## src/rtl/adc_sample_averager.sv

```systemverilog
// adc_sample_averager: SAR conversion sequencer with power-of-two sample averaging
module adc_sample_averager #(
  parameter int DATA_W     = 8,
  parameter int AVG_LOG2   = 2,
  parameter int INTERVAL_W = 16,
  parameter int TIMEOUT    = 64
) (
  input  logic                  clk,
  input  logic                  rst_n,
  input  logic                  enable,
  input  logic [INTERVAL_W-1:0] interval,
  output logic                  adc_start,
  input  logic                  adc_busy,
  input  logic                  adc_valid,
  input  logic [DATA_W-1:0]     adc_data,
  output logic [DATA_W-1:0]     avg_data,
  output logic                  avg_valid,
  input  logic                  avg_ready,
  output logic                  overrun,
  output logic                  timeout_err
);
  localparam int ACC_W = DATA_W + AVG_LOG2;
  localparam int TO_W  = $clog2(TIMEOUT + 1);
  typedef enum logic [1:0] {IDLE, WAIT, START, CONVERT} state_t;
  state_t                state, state_nx;
  logic [INTERVAL_W-1:0] tick_cnt, period_q, lim, lim_m1;
  logic                  tick_pending, wrap;
  logic [TO_W-1:0]       to_cnt;
  logic                  adc_valid_q, rise, capture, tmo, start_go, last, load;
  logic [ACC_W-1:0]      acc, sum;
  logic [AVG_LOG2-1:0]   count;
  logic                  unused_busy;
  assign unused_busy = adc_busy;
  // Period limit: live interval on the first enabled cycle, then the value latched at each wrap
  always_comb begin
    lim    = (state == IDLE) ? interval : period_q;
    lim_m1 = (lim == '0) ? '0 : lim - INTERVAL_W'(1);
    wrap   = enable && (tick_cnt >= lim_m1);
  end
  // Tick counter and single collapsed pending tick; a fresh wrap outranks the clear on START entry
  always_ff @(posedge clk or negedge rst_n) begin
    if (!rst_n) begin
      tick_cnt     <= '0;
      period_q     <= '0;
      tick_pending <= 1'b0;
    end else if (!enable) begin
      tick_cnt     <= '0;
      tick_pending <= 1'b0;
    end else begin
      tick_cnt     <= wrap ? '0 : tick_cnt + INTERVAL_W'(1);
      period_q     <= (wrap || state == IDLE) ? interval : period_q;
      tick_pending <= wrap || (tick_pending && !start_go);
    end
  end
  // State register
  always_ff @(posedge clk or negedge rst_n) begin
    if (!rst_n) state <= IDLE;
    else        state <= state_nx;
  end
  // Next-state logic; dropping enable aborts from any state
  always_comb begin
    state_nx = state;
    case (state)
      IDLE:    state_nx = WAIT;
      WAIT:    state_nx = tick_pending ? START : WAIT;
      START:   state_nx = CONVERT;
      CONVERT: state_nx = (capture || tmo) ? WAIT : CONVERT;
      default: state_nx = IDLE;
    endcase
    if (!enable) state_nx = IDLE;
  end
  // Decoded events: valid rising edge, capture, timeout, start request, final sample of a group
  always_comb begin
    rise     = adc_valid && !adc_valid_q;
    start_go = (state == WAIT) && tick_pending;
    capture  = enable && (state == CONVERT) && rise;
    tmo      = enable && (state == CONVERT) && !rise && (to_cnt == TO_W'(TIMEOUT - 1));
    last     = count == '1;
    sum      = acc + ACC_W'(adc_data);
    load     = capture && last;
  end
  // Registered start pulse from the START state, plus valid edge history and conversion timer
  always_ff @(posedge clk or negedge rst_n) begin
    if (!rst_n) begin
      adc_start   <= 1'b0;
      adc_valid_q <= 1'b0;
      to_cnt      <= '0;
    end else begin
      adc_start   <= enable && (state == START);
      adc_valid_q <= adc_valid;
      to_cnt      <= (enable && state == CONVERT) ? to_cnt + TO_W'(1) : '0;
    end
  end
  // Accumulator and sample count; cleared on the group's final capture and while disabled
  always_ff @(posedge clk or negedge rst_n) begin
    if (!rst_n) begin
      acc   <= '0;
      count <= '0;
    end else if (!enable) begin
      acc   <= '0;
      count <= '0;
    end else if (capture) begin
      acc   <= last ? '0 : sum;
      count <= count + AVG_LOG2'(1);
    end
  end
  // Output handshake: load when the slot is free or being drained, otherwise drop and flag
  always_ff @(posedge clk or negedge rst_n) begin
    if (!rst_n) begin
      avg_data  <= '0;
      avg_valid <= 1'b0;
    end else if (load && (!avg_valid || avg_ready)) begin
      avg_data  <= DATA_W'(sum >> AVG_LOG2);
      avg_valid <= 1'b1;
    end else if (avg_ready) begin
      avg_valid <= 1'b0;
    end
  end
  // Sticky error flags, held clear while disabled
  always_ff @(posedge clk or negedge rst_n) begin
    if (!rst_n) begin
      overrun     <= 1'b0;
      timeout_err <= 1'b0;
    end else begin
      overrun     <= enable && (overrun || (load && avg_valid && !avg_ready));
      timeout_err <= enable && (timeout_err || tmo);
    end
  end
endmodule

```

## config.mk

```make
export PLATFORM = sky130hd
export DESIGN_NAME = adc_sample_averager
export DESIGN_NICKNAME = d
export VERILOG_FILES = /design/src/rtl/adc_sample_averager.sv
export SDC_FILE = /design/constraint.sdc
export NUM_CORES = 1
export LEC_CHECK = 0
export ABC_AREA = 0
export BUFFER_PORTS_ARGS = -buffer_cell sky130_fd_sc_hd__buf_2
export CAP_MARGIN = 20
export CORE_UTILIZATION = 64
export DETAILED_ROUTE_END_ITERATION = 6
export PLACE_DENSITY = 0.9
export RECOVER_POWER = 100
export SYNTH_ARGS = -nofsm -noshare
export SYNTH_HDL_FRONTEND = slang
export SYNTH_SLANG_ARGS = --single-unit
```

## constraint.sdc

```tcl
create_clock -name clk -period 11.2 [get_ports clk]
set_clock_uncertainty 0.05 [all_clocks]
set_input_delay 0.56 -clock clk [delete_from_list [all_inputs] [get_ports clk]]
set_output_delay 0.56 -clock clk [all_outputs]
set_load 0.05 [all_outputs]
```

==> flow_metrics.tcl, run 1 <==
set metrics [dict create \
    status "finished, violations left" \
    violations "capacitance limit, slew limit" \
    yosysTopAreaCell "dfrtp_1" \
    pwr-share-seq_pct 42.6 \
    vias_per_cell 6.49 \
    yosys_warnings 0 \
    sw_frac_of_total_pct 28.7 \
    route.detailed.drc 0 \
    synthFlopType "dfrtp_1" \
    synth_edf_count 0 \
    design_area_mm2 0.00504 \
    rsz0062_at_grt "false" \
    tightest_slew_ns 3.68 \
    ys_types 50 \
    power_density_mw_per_mm2 123 \
    syn_inst 526 \
    clk_latency_ns 0.36 \
    die_w_um 86.6 \
    crit_fanout 39 \
    die_area_mm2 0.00750 \
    initial_core_util_pct 66.7 \
    cap_violations 2 \
    worstSetupPathType "register to register" \
    htreeDepth 3 \
    clock-root-buffer "clkbuf_8" \
    via_count 4265 \
    ant_nets 0 \
    clock_sinks 67 \
    firstDrtPassIters 6 \
    clockBufferDepth 2 \
    relSlewSlack_pct -145 \
    setup_viol_count_final 0 \
    fmax_ghz 0.141 \
    hp-class "input pin to register" \
    maxSlewViolCount 108 \
    io_pins 42 \
    antenna_cells 0 \
    synthArstFlopShare_pct 100 \
    power.switching_w 0.000179 \
    post-dp-hpwl_um 7590 \
    synth_commonest_cells "nand2_1, dfrtp_1, nor2_1" \
    ir_drop_v 0.0000734 \
    area_growth_syn_to_layout_pct 10.1 \
    period_needed_ns 7.07 \
    hold_viol 0 \
    cpMaxStageDelayCell "or2_0" \
    ys_ff_latch 67 \
    p_leak_nw 2.31 \
    port_buffers 40 \
    crit_path_max_incr_delay_ns 1.61 \
    finalSetupTns_ns 0 \
    hold_ws_ns 0.293 \
    fin_crit_sh_pct 63.1 \
    ctsHoldBuffers 0 \
    totalWireLength_um 11400 \
    p_comb_share_pct 16.6 \
    nets 616 \
    p_clk_share_pct 40.8 \
    path_cells "or2_0 > a21oi_1 > nor4_1 > a31o_2 > nand3_1 > ha_1 > nand2_1 > nor2_1 > nand2_1 > o211ai_1 > clkbuf_1 > nor2_1" \
    numPlacedInstances 640 \
    worstPathRequired_ns 11.36 \
    netlist_area_mm2 0.00458 \
    drive_above_1_share_pct 10.9 \
    gp_congestion 0.895 \
    seq_area_frac_synth_pct 36.6 \
    netlist.area_leader.share_pct 36.6 \
    wl_per_cell_um 17.4 \
    rows 30 \
    cp_data_arrival_time_ns 7.23 \
    multiInputGateArea_mm2 0.00276 \
    yosysMostFrequentCell "nand2_1" \
    ys_top_cells_by_area "dfrtp_1, ha_1, nand2_1" \
    stdcell_count 657 \
    cts_tree "yes" \
    cp-start-kind "register" \
    antenna_found_initial 0 \
    ff2ff_setup_slack_ns 4.13 \
    place_area_mm2 0.00481 \
    core_mm2 0.00687 \
    grt_max_degree 68 \
    register_area_mm2 0.00168 \
    syn_area_per_cell_um2 8.71 \
    synth_nets 586 \
    end_kind "register" \
    drt_iter0_drc 269 \
    grt_first_pass_wirelength_um 18900 \
    grt_usage_pct 32.2 \
    p_int_w 0.000443 \
    grt_pass1_vias 3979 \
    cts_inserted_buffers 9 \
    grt_remaining_overflow 0 \
    die_y_um 86.6 \
    nFillCells 521 \
    postCtsSetupRepairBufs 0 \
    post_cts_resized 0 \
    clkTransAtPathRegs_ns 0.08 \
]
[state kept, by name, indices dropped and copies added (netlist names), 2 cells and up]
signal / flops
state: 2
acc: 10
tick_cnt: 16
avg_data: 8
period_q: 16
count: 2
to_cnt: 7
[per-layer routing]
| metal | global-route usage, % | vias up | wire length, um |
|---|---|---|---|
| li1 | - | 1993 | - |
| met1 | 43.1 | 2041 | 4900 |
| met2 | 51.9 | 197 | 5500 |
| met3 | 5.71 | 34 | 799 |
| met4 | 13.5 | 0 | 219 |
| met5 | 0 | - | 0 |
[final cells by class]
| class | instances | share of cell area (%) |
|---|---|---|
| inverter | 7 | 0.521 |
| clock inverter | 7 | 2.46 |
| tap | 96 | 2.38 |
| timing repair buffer | 45 | 4.24 |
| sequential | 67 | 33.3 |
| clock buffer | 9 | 2.46 |
| multi-input combinational | 426 | 54.7 |
[power by group through the flow]
stage	clock (W)	combinational, W	sequential [W]
after floorplan	0	0.0000721	0.000265
after global placement	0	0.0000953	0.000268
after detailed placement	0	0.000100	0.000269
after CTS	0.000254	0.000102	0.000264
after global routing	0.000265	0.000116	0.000266
final	0.000254	0.000103	0.000265
[cell families after synthesis]
| group | share of synthesized area (%) |
|---|---|
| buffers and inverters | 3.11 |
| flip-flops | 36.6 |
| AND/OR/NAND/NOR | 21.2 |
| multiplexers | 1.94 |
| XOR/XNOR | 6.50 |
| adder cells (fa/ha/maj) | 8.36 |
| AO/OA/AOI/OAI | 22.3 |
[through the flow]
step	utilization [%]	total power [W]	worst slack (ns)
final	73.4	0.000622	4.13
after global routing	73.4	0.000647	3.69
after CTS	73.7	0.000620	5.25
after detailed placement	70.1	0.000369	5.31
after global placement	70.1	0.000364	5.43
after floorplan	-	0.000337	7.33
[cell usage in the layout (no fill, tap or decap), drive strengths merged, types with 10 or more instances in the layout]
cell / n
nand2: 78
dfrtp: 67
nor2: 44
buf: 30
a21oi: 29
ha: 29
o21ai: 27
clkbuf: 24
xor2: 23
o211ai: 23
nand3: 17
a2bb2oi: 16
a211oi: 14
nor4: 13
nor3: 11
xnor2: 11
and3: 10
[worst max-delay path: cells and delay by family, from the launching register on]
| family | cells | cell delay (ns) |
|---|---|---|
| AND/OR/NAND/NOR | 7 | 4.22 |
| AO/OA/AOI/OAI | 3 | 1.09 |
| flip-flops | 1 | 0.73 |
| buffers and inverters | 1 | 0.50 |
| adder cells (fa/ha/maj) | 1 | 0.32 |
[worst paths after layout]
kind,startpoint,to,cells after the start
setup / recovery,state[1],tick_cnt[9],12
hold / removal,adc_valid,adc_valid_q,1
setup reg to reg,state[1],tick_cnt[9],12
hold reg to reg,to_cnt[0],to_cnt[0],1
max in group asynchronous,rst_n,tick_cnt[4],2
min in group asynchronous,rst_n,acc[1],2
Note: power is estimated with default switching activity, not from simulation.
==> run 2: changes to the inputs <==
- CORE_UTILIZATION: 64 -> 54
- PLACE_DENSITY: 0.9 -> 0.81
- clock period: 11.2 -> 6.1 ns (I/O delays scaled with it)
==> run 2 against run 1 <==
- the flow still finishes with violations (capacitance limit, slew limit)
- setup slack got worse by 3.4 ns
- clock power grew 72%
- flip-flop and latch count unchanged
- critical path depth did not move
- total power is 79% higher
- core utilization fell by 12 points
- global-route usage fell by 5.4 points
- final area increased by 0.35%
- first-iteration DRC count up 15%
- count of clock-buffer cells in the layout grew 1
- sequential share of layout area is 0.12 points lower
==> flow_metrics.tcl, run 2 (synthesis gave the netlist of run 1 again) <==
set metrics [dict create \
    status "finished, violations left" \
    violations "capacitance limit, slew limit" \
    post-dp-hpwl_um 7730 \
    nets 620 \
    hp-class "input pin to register" \
    wl_per_cell_um 16.8 \
    tightest_slew_ns 3.53 \
    multiInputGateArea_mm2 0.00276 \
    ir_drop_v 0.000112 \
    design_area_mm2 0.00506 \
    p_leak_nw 2.31 \
    die_y_um 94.1 \
    die_w_um 94.1 \
    end_kind "register" \
    clock-root-buffer "clkbuf_8" \
    setup_viol_count_final 0 \
    grt_max_degree 68 \
    crit_buf_inv 1 \
    layout_commonest_cell "nand2_1" \
    cp-start-kind "register" \
    via_count 4238 \
    power.switching_w 0.000327 \
    ant_nets 0 \
    vias_per_cell 6.33 \
    gp_congestion 0.895 \
    route.detailed.drc 0 \
    register_area_mm2 0.00168 \
    pwr-share-seq_pct 43.9 \
    rsz0062_at_grt "false" \
    crit_fanout 19 \
    reg_top3 "period_q x16, tick_cnt x16, acc x10" \
    cap_violations 1 \
    power.total_w 0.00111 \
    antenna_cells 0 \
    drive_above_1_share_pct 11.2 \
    cts_inserted_buffers 9 \
    port_buffers 40 \
    ff2ff_setup_slack_ns 0.77 \
    hold_viol 0 \
    initial_core_util_pct 55.7 \
    place_area_mm2 0.00486 \
    sw_frac_of_total_pct 29.4 \
    cp_common_cell "nand2_1" \
    p_int_w 0.000785 \
    totalWireLength_um 11200 \
    nFillCells 694 \
    drt_iter0_drc 309 \
    cpMaxStageDelayCell "o21a_1" \
    core_mm2 0.00822 \
    postCtsSetupRepairBufs 0 \
    p_clk_share_pct 39.2 \
    io_pins 42 \
    htreeDepth 3 \
    path_cells "nor2_1 > clkbuf_1 > mux2_1 > o2111a_1 > nand2_1 > nand2_1 > ha_1 > a211oi_1 > o21ai_0 > a21oi_1 > o21a_1 > o211ai_1" \
    grt_first_pass_wirelength_um 18700 \
    mostFrequentLayoutCells "nand2_1, dfrtp_1, nor2_1" \
    clk_latency_ns 0.35 \
    clkTransAtPathRegs_ns 0.08 \
    fin_crit_sh_pct 87.4 \
    finalSetupTns_ns 0 \
    grt_pass1_vias 3994 \
    maxSlewViolCount 68 \
    antenna_found_initial 0 \
    clockBufferDepth 2 \
    crit_family "compound AO/OA/AOI/OAI gates" \
    fmax_ghz 0.188 \
    worstPathRequired_ns 6.24 \
    firstDrtPassIters 5 \
    grt_remaining_overflow 0 \
    grt_usage_pct 26.8 \
    cts_tree "yes" \
    die_area_mm2 0.00885 \
    area_growth_syn_to_layout_pct 10.4 \
    relSlewSlack_pct -136 \
    clock_sinks 67 \
    power_density_mw_per_mm2 220 \
    cp_data_arrival_time_ns 5.48 \
    crit_path_max_incr_delay_ns 0.70 \
    worstSetupPathType "register to register" \
    period_needed_ns 5.33 \
    post_cts_resized 0 \
    rows 33 \
    p_comb_share_pct 16.9 \
    ctsHoldBuffers 0 \
]
## run 2: worst paths after layout
| kind | startpoint | to | cells past startpoint |
|---|---|---|---|
| hold / removal | adc_valid | adc_valid_q | 1 |
| min in group asynchronous | rst_n | tick_cnt[3] | 2 |
| setup reg to reg | state[1] | period_q[15] | 12 |
| max in group asynchronous | rst_n | tick_cnt[6] | 2 |
| hold reg to reg | to_cnt[0] | to_cnt[0] | 1 |
| setup / recovery | state[1] | period_q[15] | 12 |
## run 2: power by group through the flow
stage	logic (W)	registers, W	clock network (W)
5_1_grt	0.000211	0.000490	0.000459
6_report	0.000188	0.000488	0.000436
3_5_place_dp	0.000185	0.000495	0
3_3_place_gp	0.000178	0.000494	0
2_1_floorplan	0.000132	0.000487	0
4_1_cts	0.000187	0.000486	0.000440
## run 2: worst reg2reg max path, delay by kind of cell (launching register included)
family | cells | cell delay, ns
muxes | 1 | 0.47
and+or+nand+nor | 3 | 1.19
adders and majority gates | 1 | 0.32
buffers and inverters | 1 | 0.47
AOI/OAI and AO/OA | 6 | 2.08
DFF | 1 | 0.60
## run 2: area by class of cell
type                       instances  area share [%]
inverter                           7           0.519
clock inverter                     6            1.86
tap                              105            2.60
sequential                        67            33.1
multi-input combinational        426            54.5
clock buffer                      10            2.72
timing repair buffer              49            4.67
## run 2: metal layers
metal	wire [um]	global-route usage (%)	part of all wire (%)	vias up
li1	-	-	-	2003
met1	4900	36.1	44	2003
met2	5260	42.6	47	196
met3	813	4.21	7.2	36
met4	273	11.7	2.4	0
met5	0	0	0	-
## run 2: metrics by stage
| step | std cells | setup slack, ns | util [%] | hold WS (ns) |
|---|---|---|---|---|
| floorplan | 526 | 2.23 | - | -0.0406 |
| global placement | 653 | 1.26 | 59.1 | 0.381 |
| detailed placement | 653 | 1.13 | 59.1 | 0.385 |
| CTS | 669 | 1.09 | 61.9 | 0.0202 |
| global route | 670 | 0.489 | 61.6 | 0.0401 |
| finish | 670 | 0.768 | 61.6 | 0.0308 |
